**config.mk**
```make
export PLATFORM = sky130hd
export DESIGN_NAME = dsm_channel_measure
export DESIGN_NICKNAME = d
export VERILOG_FILES = /design/src/rtl/dsm_channel_measure.sv
export SDC_FILE = /design/constraint.sdc
export NUM_CORES = 1
export LEC_CHECK = 0
export CORE_MARGIN = 2
export CORE_UTILIZATION = 25
export DETAILED_ROUTE_END_ITERATION = 6
export SYNTH_ARGS = -nofsm -noshare
export SYNTH_HDL_FRONTEND = slang
export SYNTH_SLANG_ARGS = --single-unit
```
**constraint.sdc**
```tcl
create_clock -name clk -period 3.68 [get_ports clk]
set_input_delay 0.736 -clock clk [delete_from_list [all_inputs] [get_ports clk]]
set_output_delay 0.736 -clock clk [all_outputs]
set_load 0.02 [all_outputs]
```
**src/rtl/dsm_channel_measure.sv**
```systemverilog
// dsm_channel_measure: measures one high and one low period of an asynchronous pin in clk cycles.
module dsm_channel_measure #(
   parameter int          CNT_WIDTH      = 16,
   parameter int          SYNC_STAGES    = 2,
   parameter logic [31:0] TIMEOUT_CYCLES = 32'd50_000_000
) (
   input  logic                 clk,
   input  logic                 rst_n,
   input  logic                 measure_start,
   input  logic                 measure_pin,
   output logic [CNT_WIDTH-1:0] high_time,
   output logic [CNT_WIDTH-1:0] low_time,
   output logic                 measure_done,
   output logic                 timeout,
   output logic                 overflow,
   output logic                 busy
);
   typedef enum logic [2:0] {IDLE, WAIT_RISE, MEAS_HIGH, MEAS_LOW, DONE} state_t;
   localparam logic [CNT_WIDTH-1:0] ONE = {{(CNT_WIDTH-1){1'b0}}, 1'b1};
   state_t state, state_d;
   logic [SYNC_STAGES-1:0] sync_q;
   logic pin_prev, start_q, armed;
   logic [CNT_WIDTH-1:0] cnt, high_hold;
   logic [31:0] tcnt;
   logic sync, rise, fall, start_ev, expire, cnt_max;
   assign sync     = sync_q[SYNC_STAGES-1];
   assign rise     = sync & ~pin_prev;
   assign fall     = ~sync & pin_prev;
   // armed blocks a start level that was already high when reset released
   assign start_ev = measure_start & ~start_q & armed;
   assign expire   = tcnt == TIMEOUT_CYCLES - 32'd1;
   assign cnt_max  = &cnt;
   assign busy     = state == WAIT_RISE || state == MEAS_HIGH || state == MEAS_LOW;
   always_ff @(posedge clk or negedge rst_n)
      if (!rst_n) begin
         sync_q   <= '0;
         pin_prev <= 1'b0;
         start_q  <= 1'b0;
         armed    <= 1'b0;
         state    <= IDLE;
      end else begin
         sync_q   <= {sync_q[SYNC_STAGES-2:0], measure_pin};
         pin_prev <= sync;
         start_q  <= measure_start;
         armed    <= armed | ~measure_start;
         state    <= state_d;
      end
   always_comb begin
      state_d = state;
      case (state)
         IDLE:      state_d = start_ev ? WAIT_RISE : IDLE;
         WAIT_RISE: state_d = !measure_start ? IDLE : rise ? MEAS_HIGH : expire ? DONE : WAIT_RISE;
         MEAS_HIGH: state_d = !measure_start ? IDLE : fall ? MEAS_LOW : expire ? DONE : MEAS_HIGH;
         MEAS_LOW:  state_d = !measure_start ? IDLE : (rise || expire) ? DONE : MEAS_LOW;
         DONE:      state_d = measure_start ? DONE : IDLE;
         default:   state_d = IDLE;
      endcase
   end
   // high_hold keeps the high count private until the low phase closes, so an abort leaves results untouched
   always_ff @(posedge clk or negedge rst_n)
      if (!rst_n) begin
         cnt          <= '0;
         high_hold    <= '0;
         tcnt         <= '0;
         high_time    <= '0;
         low_time     <= '0;
         measure_done <= 1'b0;
         timeout      <= 1'b0;
         overflow     <= 1'b0;
      end else begin
         tcnt         <= (state_d != state) ? '0 : tcnt + 32'd1;
         measure_done <= state == DONE && measure_start;
         case (state)
            IDLE:
               if (start_ev) begin
                  timeout  <= 1'b0;
                  overflow <= 1'b0;
               end
            WAIT_RISE:
               if (!measure_start) begin
                  timeout  <= 1'b0;
                  overflow <= 1'b0;
               end else if (rise) begin
                  cnt <= ONE;
               end else if (expire) begin
                  high_time <= '0;
                  low_time  <= '0;
                  timeout   <= 1'b1;
               end
            MEAS_HIGH:
               if (!measure_start) begin
                  timeout  <= 1'b0;
                  overflow <= 1'b0;
               end else if (fall) begin
                  high_hold <= cnt;
                  cnt       <= ONE;
               end else if (expire) begin
                  high_time <= cnt;
                  low_time  <= '0;
                  timeout   <= 1'b1;
               end else begin
                  cnt      <= cnt + {{(CNT_WIDTH-1){1'b0}}, ~cnt_max};
                  overflow <= overflow | cnt_max;
               end
            MEAS_LOW:
               if (!measure_start) begin
                  timeout  <= 1'b0;
                  overflow <= 1'b0;
               end else if (rise || expire) begin
                  high_time <= high_hold;
                  low_time  <= cnt;
                  timeout   <= ~rise;
               end else begin
                  cnt      <= cnt + {{(CNT_WIDTH-1){1'b0}}, ~cnt_max};
                  overflow <= overflow | cnt_max;
               end
            default: ;
         endcase
      end
endmodule

```
==> results_dict.tcl, run 1 <==
set metrics [dict create \
    status "finished clean" \
    io_buffers 39 \
    start_kind "input pin" \
    die_h_um 154 \
    fin_ws_ns 0.923 \
    die_x_um 154 \
    max_freq_mhz 363 \
    die-area_um2 23700 \
    syn-num-nets 541 \
    synth.avg_cell_area_um2 10.5 \
    cts_setup_buffers 0 \
    antenna_cells 0 \
    clk_latency_ns 0.36 \
    syn_inst 534 \
    numCtsBuffers 9 \
    yosysUniqueCellTypes 58 \
    p_int_mw 1.79 \
    criticalPathCategory "in2reg" \
    yosys_warnings 0 \
    wire_per_inst_um 14.2 \
    totalWireLength_um 12000 \
    worstPathRequired_ns 3.97 \
    drtPass1Iterations 4 \
    clock-sinks 107 \
    vias 3925 \
    ys_top_cells_by_area "dfrtp_1, mux2i_1, xnor2_1, mux2_2, nor2_1" \
    grt_usage_pct 10.6 \
    peakVddDrop_mv 0.218 \
    yosys.area.top_type "dfrtp_1" \
    drive_gt1_share_pct 13.5 \
    fin_crit_ns 2.76 \
    p_sw_mw 0.641 \
    antenna_found_initial 0 \
    skew_ns 0.0127 \
    cts_root_buffer "clkbuf_16" \
    htreeDepth 3 \
    setup-tns-final_ns 0 \
    finalHoldViolCount 0 \
    clkPwrFrac_pct 39.1 \
    grt_pass1_wl_um 20300 \
    grt_max_degree 58 \
    netlist_area_um2 5620 \
    ctsResizeCount 0 \
    synth_seq_area_share_pct 47.6 \
    dr_wl_met3_um 339 \
    hp-class "reg2reg" \
    maxSlewHeadroom_pct 54.9 \
    clkTransAtPathRegs_ns 0.08 \
    postSynth.asyncResetShare_pct 100 \
    final_antenna_net_count 0 \
    first_global_vias 4007 \
    route.detailed.drc 0 \
    drv_slew 0 \
    clock_path_buffers 2 \
    rsz0062_at_grt "false" \
    cts_tree "built" \
    utilization_pct 29.7 \
    post-dp-hpwl_um 8020 \
    p_seq_share_pct 52.4 \
    maxCapViolCount 0 \
    drt_iter0_markers 244 \
    rows 54 \
    dr_wl_met2_um 5890 \
    syn2layout_area_growth_pct 16.0 \
    nets 566 \
    fin_crit_sh_pct 74.9 \
    synth_edf_count 0 \
    wl_met1_um 5610 \
    ys_top_cells_by_count "dfrtp_1, nor2_1, nand2_1" \
    overflow 0 \
    powerDensity_nw_per_um2 373 \
    netlist.area_leader.share_pct 47.6 \
    ys.flop_type "dfrtp_1" \
    end_kind "flop" \
    num-fill-cells 2224 \
    ys_seq_elements 107 \
    setup_viol 0 \
    p_comb_share_pct 8.5 \
    critPathArrivalTime_ns 3.05 \
    p_leak_nw 2.63 \
    post_drt_via_cell_ratio 4.65 \
    gp_congestion 0.826 \
    synth.most_common_cell "dfrtp_1" \
    pin_count 40 \
    initial_utilization_pct 25.6 \
    ctsHoldBuffers 0 \
    coreArea_um2 22000 \
    highest_layer "met4" \
    switching_share_pct 26.3 \
    worst_pin_slew_ns 0.676 \
    place_ws_ns 0.544 \
    worstPathMaxFanout 14 \
]
-- flip-flops by register name, summed over array words and instances, names as in the netlist --
name / count
armed: 1
cnt: 16
high_hold: 16
high_time: 16
low_time: 16
measure_done: 1
overflow: 1
pin_prev: 1
start_q: 1
state: 3
sync_q: 2
tcnt: 32
timeout: 1
-- metrics by stage --
stage	power (mW)	instance area, um^2	hold WS (ns)	instances
after global routing	2.54	6520	0.383	844
after global placement	1.51	6240	0.338	828
final	2.43	6520	0.352	844
after CTS	2.46	6520	0.356	844
after floorplan	1.43	5620	0.331	534
after detailed placement	1.51	6240	0.339	828
-- worst max-delay path, cell delays in order --
cell	delay [ns]
clkdlybuf4s50_1	0.72
or3b_1	0.44
mux2i_4	0.37
nand2_1	0.20
or4_1	0.43
a21oi_1	0.15
-- per-layer routing --
layer	vias to the layer above	track usage, %
met5	-	0
met4	0	2.67
li1	1911	-
met3	10	2.42
met2	58	18.0
met1	1946	13.5
-- cells in the final DEF (no fill, tap or decap), types with 5 or more instances in the layout --
cell type,count
dfrtp_1,107
nor2_1,45
nand2_1,40
clkdlybuf4s50_1,38
mux2i_1,33
xnor2_1,28
inv_1,23
a21oi_1,21
mux2_2,21
nand3_1,20
nand4_1,19
nor3b_1,19
o21ai_0,13
or3_1,13
nor3_1,11
mux2_4,10
clkbuf_16,9
buf_4,9
and3_1,6
and4_1,5
nand2b_1,5
-- kinds of logic (layout without fill, tap and decap cells) --
kind of cell,after synthesis,after routing,synth area share [%]
adder cells (fa/ha/maj),3,3,0.668
buffers and inverters,58,88,5.54
AO/OA/AOI/OAI,50,50,5.30
flip-flops,107,107,47.6
XOR/XNOR,29,29,4.52
AND/OR/NAND/NOR,219,219,22.6
multiplexers,68,68,13.8
-- cell type report --
| type | instances | area (um^2) | area share, % |
|---|---|---|---|
| multi-input combinational | 369 | 2640 | 40.4 |
| inverter | 23 | 86.3 | 1.32 |
| sequential | 107 | 2680 | 41.0 |
| clock buffer | 11 | 243 | 3.72 |
| tap | 280 | 350 | 5.37 |
| timing repair buffer | 49 | 488 | 7.48 |
| clock inverter | 5 | 43.8 | 0.671 |
-- worst paths after layout --
path / startpoint / endpoint / slack (ns) / cells after the start
worst min-delay path: sync_q[0] / sync_q[1] / 0.35 / 0
min in group asynchronous: rst_n / low_time[7] / 0.41 / 1
worst max-delay path: measure_start / cnt[15] / 0.92 / 6
max in group asynchronous: rst_n / tcnt[20] / 2.50 / 2
worst max register to register: state[1] / tcnt[14] / 1.25 / 5
worst min register to register: sync_q[0] / sync_q[1] / 0.35 / 0
-- power groups by stage --
stage	logic, mW	clock network (mW)	registers (mW)
2_1_floorplan	0.155	0	1.28
3_3_place_gp	0.210	0	1.30
3_5_place_dp	0.213	0	1.30
4_1_cts	0.213	0.975	1.27
5_1_grt	0.239	1.02	1.29
6_report	0.208	0.951	1.28
(Power assumes the default switching activity.)
==> run 2: changes to the inputs <==
clock period = 2.8 ns   (was 3.68 ns; I/O delays follow)
==> run 2 against run 1 <==
- via count rose by 0.28%
- highest routed layer unchanged
- routed wire length rose by 1.8%
- register-to-register slack worse by 0.82 ns
- clock skew fell by 0.0034 ns
- worst setup slack worse by 0.49 ns
- cell count grew 0.83%
- die area stayed put
==> results_dict.tcl, run 2 (synthesized netlist as in run 1, its figures left out) <==
set metrics [dict create \
    status "finished clean" \
    clock-sinks 107 \
    die_x_um 154 \
    drt_iter0_markers 316 \
    die-area_um2 23700 \
    p_int_mw 2.39 \
    htreeDepth 3 \
    clkTransAtPathRegs_ns 0.08 \
    clock_path_buffers 2 \
    rows 54 \
    ctsResizeCount 0 \
    fin_crit_sh_pct 84.6 \
    worstPathRequired_ns 3.07 \
    cts_tree "built" \
    end_kind "flop" \
    grt_max_degree 50 \
    final_antenna_net_count 0 \
    criticalPathCategory "in2reg" \
    gp_congestion 0.777 \
    top_register "tcnt" \
    io_buffers 39 \
    final_cell_mix "dfrtp_1, nor2_1, nand2_1" \
    maxSlewHeadroom_pct 56.6 \
    finalHoldViolCount 0 \
    setup-tns-final_ns 0 \
    vias 3936 \
    cts_root_buffer "clkbuf_16" \
    largest_reg_flops 32 \
    ctsHoldBuffers 0 \
    nets 573 \
    setup_viol 0 \
    totalWireLength_um 12200 \
    rsz0062_at_grt "false" \
    multiInputGateArea_um2 2640 \
    maxCapViolCount 0 \
    skew_ns 0.00935 \
    powerDensity_nw_per_um2 489 \
    cts_setup_buffers 0 \
    clkPwrFrac_pct 39.3 \
    start_kind "input pin" \
    num-fill-cells 2255 \
    worst_pin_slew_ns 0.651 \
    final_common_cell "dfrtp_1" \
    rr_worst_depth 7 \
    rr_startpoint "tcnt[16]" \
    critPathArrivalTime_ns 2.64 \
    hp-class "in2async" \
    cp_cell_sequence "clkdlybuf4s50_1 > or3b_1 > mux2i_4 > buf_4 > nand4_1 > or3_1 > a21oi_1" \
    drive_gt1_share_pct 14.7 \
    die_h_um 154 \
    pin_count 40 \
    fin_crit_ns 2.37 \
    seqCellArea_um2 2680 \
    first_global_vias 3885 \
    antenna_found_initial 0 \
    fin_total_pwr_mw 3.23 \
    overflow 0 \
    critical_path_buf_inv_count 2 \
    numCtsBuffers 9 \
    p_comb_share_pct 8.9 \
    p_seq_share_pct 51.8 \
    drv_slew 0 \
    syn2layout_area_growth_pct 17.4 \
    rrSetupSlack_ns 0.43 \
    peakVddDrop_mv 0.261 \
    grt_pass1_wl_um 20700 \
    worst_path_largest_cell_delay_ns 0.64 \
    switching_share_pct 26.0 \
    max_freq_mhz 422 \
    coreArea_um2 22000 \
    initial_utilization_pct 25.6 \
    path_delay_family "simple AND/OR/NAND/NOR gates" \
    wire_per_inst_um 14.3 \
    p_leak_nw 2.67 \
    drtPass1Iterations 4 \
    clk_latency_ns 0.35 \
    post-dp-hpwl_um 8230 \
    p_sw_mw 0.837 \
    rr_endpoint "high_time[1]" \
    crit_slowest_cell "clkdlybuf4s50_1" \
    worstPathMaxFanout 10 \
    route.detailed.drc 0 \
    grt_usage_pct 10.8 \
    antenna_cells 0 \
    post_drt_via_cell_ratio 4.63 \
]
-- run 2: cell count changes in the layout (fill, tap and decap cells not counted) --
cell        before  now
buf_12           2    3
inv_6            3    2
buf_4            9   15
clkinv_4         2    0
inv_8            0    1
clkinvlp_4       0    2
clkbuf_1         1    0
clkbuf_8         1    2
-- run 2: cell type report --
class	count	share of cell area [%]
clock inverter	5	0.664
multi-input combinational	369	39.9
tap	280	5.31
sequential	107	40.6
clock buffer	11	3.83
timing repair buffer	56	8.38
inverter	23	1.31
-- run 2: power by group through the flow --
stage          logic (mW)  clock network [mW]  registers (mW)
2_1_floorplan       0.203                   0            1.68
6_report            0.287                1.27            1.67
5_1_grt             0.326                1.38            1.69
3_3_place_gp        0.288                   0            1.70
3_5_place_dp        0.292                   0            1.70
4_1_cts             0.293                1.30            1.67
-- run 2: how the worst max path moves through the flow --
stage	startpoint	end	slack (ns)	cells after the start
6_report	measure_start	cnt[5]	0.43	7
5_1_grt	measure_start	cnt[5]	0.31	7
2_1_floorplan	cnt[3]	cnt[14]	0.71	11
3_5_place_dp	measure_start	cnt[6]	0.12	7
4_1_cts	tcnt[7]	high_time[1]	0.40	7
3_3_place_gp	measure_start	cnt[12]	0.15	7
-- run 2: metal layers --
metal,part of all wire (%),track usage [%]
met1,46,14.0
met2,50,18.2
met3,3.0,2.42
met4,0.76,2.67
met5,0,0
-- run 2: per-stage QoR --
step	util (%)	area, um^2	hold slack (ns)	setup WS, ns	std cells
finish	30.1	6600	0.177	0.431	851
global route	30.1	6600	0.204	0.312	851
CTS	30.1	6600	0.195	0.397	851
detailed placement	28.7	6300	0.339	0.118	835
global placement	28.7	6300	0.372	0.152	835
floorplan	-	5620	0.264	0.706	534
==> run 3: changes to the inputs <==
clock period = 2.28 ns   (was 2.8 ns; I/O delays follow)
==> run 3 against run 2 <==
- count of clock-buffer cells in the layout down 1
- critical path type is now reg2reg
- sequential share of layout area down 1.5 points
- sequential power up 23%
- critical endpoint is now high_time[2]
- critical path depth down 1
- via count up 0.36%
- die area unchanged
- clock power up 20%
- routed wire length up 1.0%
- sequential cell count unchanged
- largest power group unchanged
- cell count up 3.6%
- non-clock buffer count up 32
- worst setup slack worse by 0.30 ns
==> results_dict.tcl, run 3 (synthesized netlist as in run 1, its figures left out) <==
set metrics [dict create \
    rsz0062_at_grt "false" \
    antenna_found_initial 0 \
    wire_per_inst_um 14.0 \
    place_ws_ns -0.193 \
    peakVddDrop_mv 0.309 \
    cts_setup_buffers 0 \
    maxCapViolCount 0 \
    fin_crit_sh_pct 94.3 \
    clock-sinks 107 \
    powerDensity_nw_per_um2 576 \
    cts_root_buffer "clkbuf_16" \
    drtPass1Iterations 4 \
    crit_slowest_cell "dfrtp_1" \
    setup_viol 0 \
    maxSlewHeadroom_pct 67.4 \
    htreeDepth 3 \
    cp_cell_sequence "nor4b_2 > nand3_2 > nor4_2 > o21a_2 > buf_12 > mux2_2" \
    start_kind "flop" \
    worst_pin_slew_ns 0.489 \
    clock_path_buffers 2 \
    coreArea_um2 22000 \
    grt_usage_pct 11.2 \
    overflow 0 \
    skew_ns 0.0104 \
    drt_iter0_markers 161 \
    rr_worst_depth 6 \
    die_x_um 154 \
    rows 54 \
    route.detailed.drc 0 \
    critPathArrivalTime_ns 2.39 \
    rrSetupSlack_ns 0.13 \
    drv_slew 0 \
    hp-class "in2async" \
    worstPathMaxFanout 21 \
    critical_path_buf_inv_count 1 \
    nets 605 \
    drive_gt1_share_pct 19.6 \
    die-area_um2 23700 \
    end_kind "flop" \
    worstPathRequired_ns 2.52 \
    clkTransAtPathRegs_ns 0.08 \
    final_cell_mix "dfrtp_1, nor2_1, buf_4" \
    syn2layout_area_growth_pct 22.0 \
    final_antenna_net_count 0 \
    grt_max_degree 54 \
    first_global_vias 4087 \
    top_register "tcnt" \
    initial_utilization_pct 25.6 \
    numCtsBuffers 9 \
    largest_reg_flops 32 \
    pin_count 40 \
    post-dp-hpwl_um 8640 \
    worst_path_largest_cell_delay_ns 0.42 \
    gp_congestion 0.814 \
    dpl_cell_area_um2 6570 \
    final_area_um2 6860 \
    status "finished clean" \
    p_leak_nw 2.85 \
    rr_startpoint "tcnt[18]" \
    fin_ws_ns 0.129 \
    totalWireLength_um 12300 \
    fin_crit_ns 2.15 \
    rr_endpoint "high_time[2]" \
    ctsHoldBuffers 0 \
    grt_pass1_wl_um 21400 \
    post_drt_via_cell_ratio 4.48 \
    path_delay_family "simple AND/OR/NAND/NOR gates" \
    max_freq_mhz 465 \
    die_h_um 154 \
    criticalPathCategory "reg2reg" \
    finalHoldViolCount 0 \
    io_buffers 39 \
    vias 3950 \
    clk_latency_ns 0.35 \
    final_common_cell "dfrtp_1" \
    antenna_cells 0 \
    cts_tree "built" \
]
## run 3: cell count changes in the layout (fill, tap and decap cells not counted), sizes merged
cell	delta
clkbuf	-1
clkinv	+1
dlygate4sd2	+1
clkdlybuf4s50	-1
clkinvlp	-1
buf	+32
## run 3: metal layers
layer	track usage (%)	vias up	wire, um
li1	-	1995	-
met1	14.6	1901	5920
met4	2.00	0	104
met2	19.1	45	5990
met5	0	-	0
met3	2.48	9	305
## run 3: worst max path at each step
stage / from / endpoint / slack [ns] / depth (start not counted)
after floorplan: cnt[3] / cnt[14] / 0.19 / 11
after global routing: cnt[8] / cnt[12] / 0.007 / 9
after detailed placement: measure_start / cnt[5] / -0.19 / 7
final: tcnt[18] / high_time[2] / 0.13 / 6
after CTS: tcnt[7] / high_time[2] / 0.08 / 6
after global placement: measure_start / cnt[14] / -0.15 / 7
## run 3: repair_timing
item	in CTS	in global routing
endpoints found under the setup margin	1	33
gates resized for setup	1	3
hold endpoints to repair	0	0
## run 3: area by class of cell
type / count / area [um^2]
clock buffers: 10 / 239
clock inverters: 5 / 45.0
fillers: 2240 / 15100
inverters: 23 / 86.3
multi-input cells: 369 / 2640
flip-flops and latches: 107 / 2680
well taps: 280 / 350
repair buffers: 88 / 817
## run 3: power by group
| part | total, mW | switching, mW | internal [mW] |
|---|---|---|---|
| logic | 0.368 | 0.204 | 0.165 |
| registers | 2.06 | 0.0916 | 1.96 |
| clock network | 1.53 | 0.745 | 0.784 |
| total | 3.95 | 1.04 | 2.91 |
## run 3: stage by stage
step	power, mW	TNS (ns)	hold WS [ns]	cells	utilization [%]
2_1_floorplan	2.31	0	0.160	534	-
3_3_place_gp	2.47	-1.54	0.339	867	29.9
3_5_place_dp	2.47	-1.95	0.347	867	29.9
4_1_cts	4.02	0	0.0716	882	31.2
5_1_grt	4.15	0	0.0984	882	31.2
6_report	3.95	0	0.0575	882	31.2
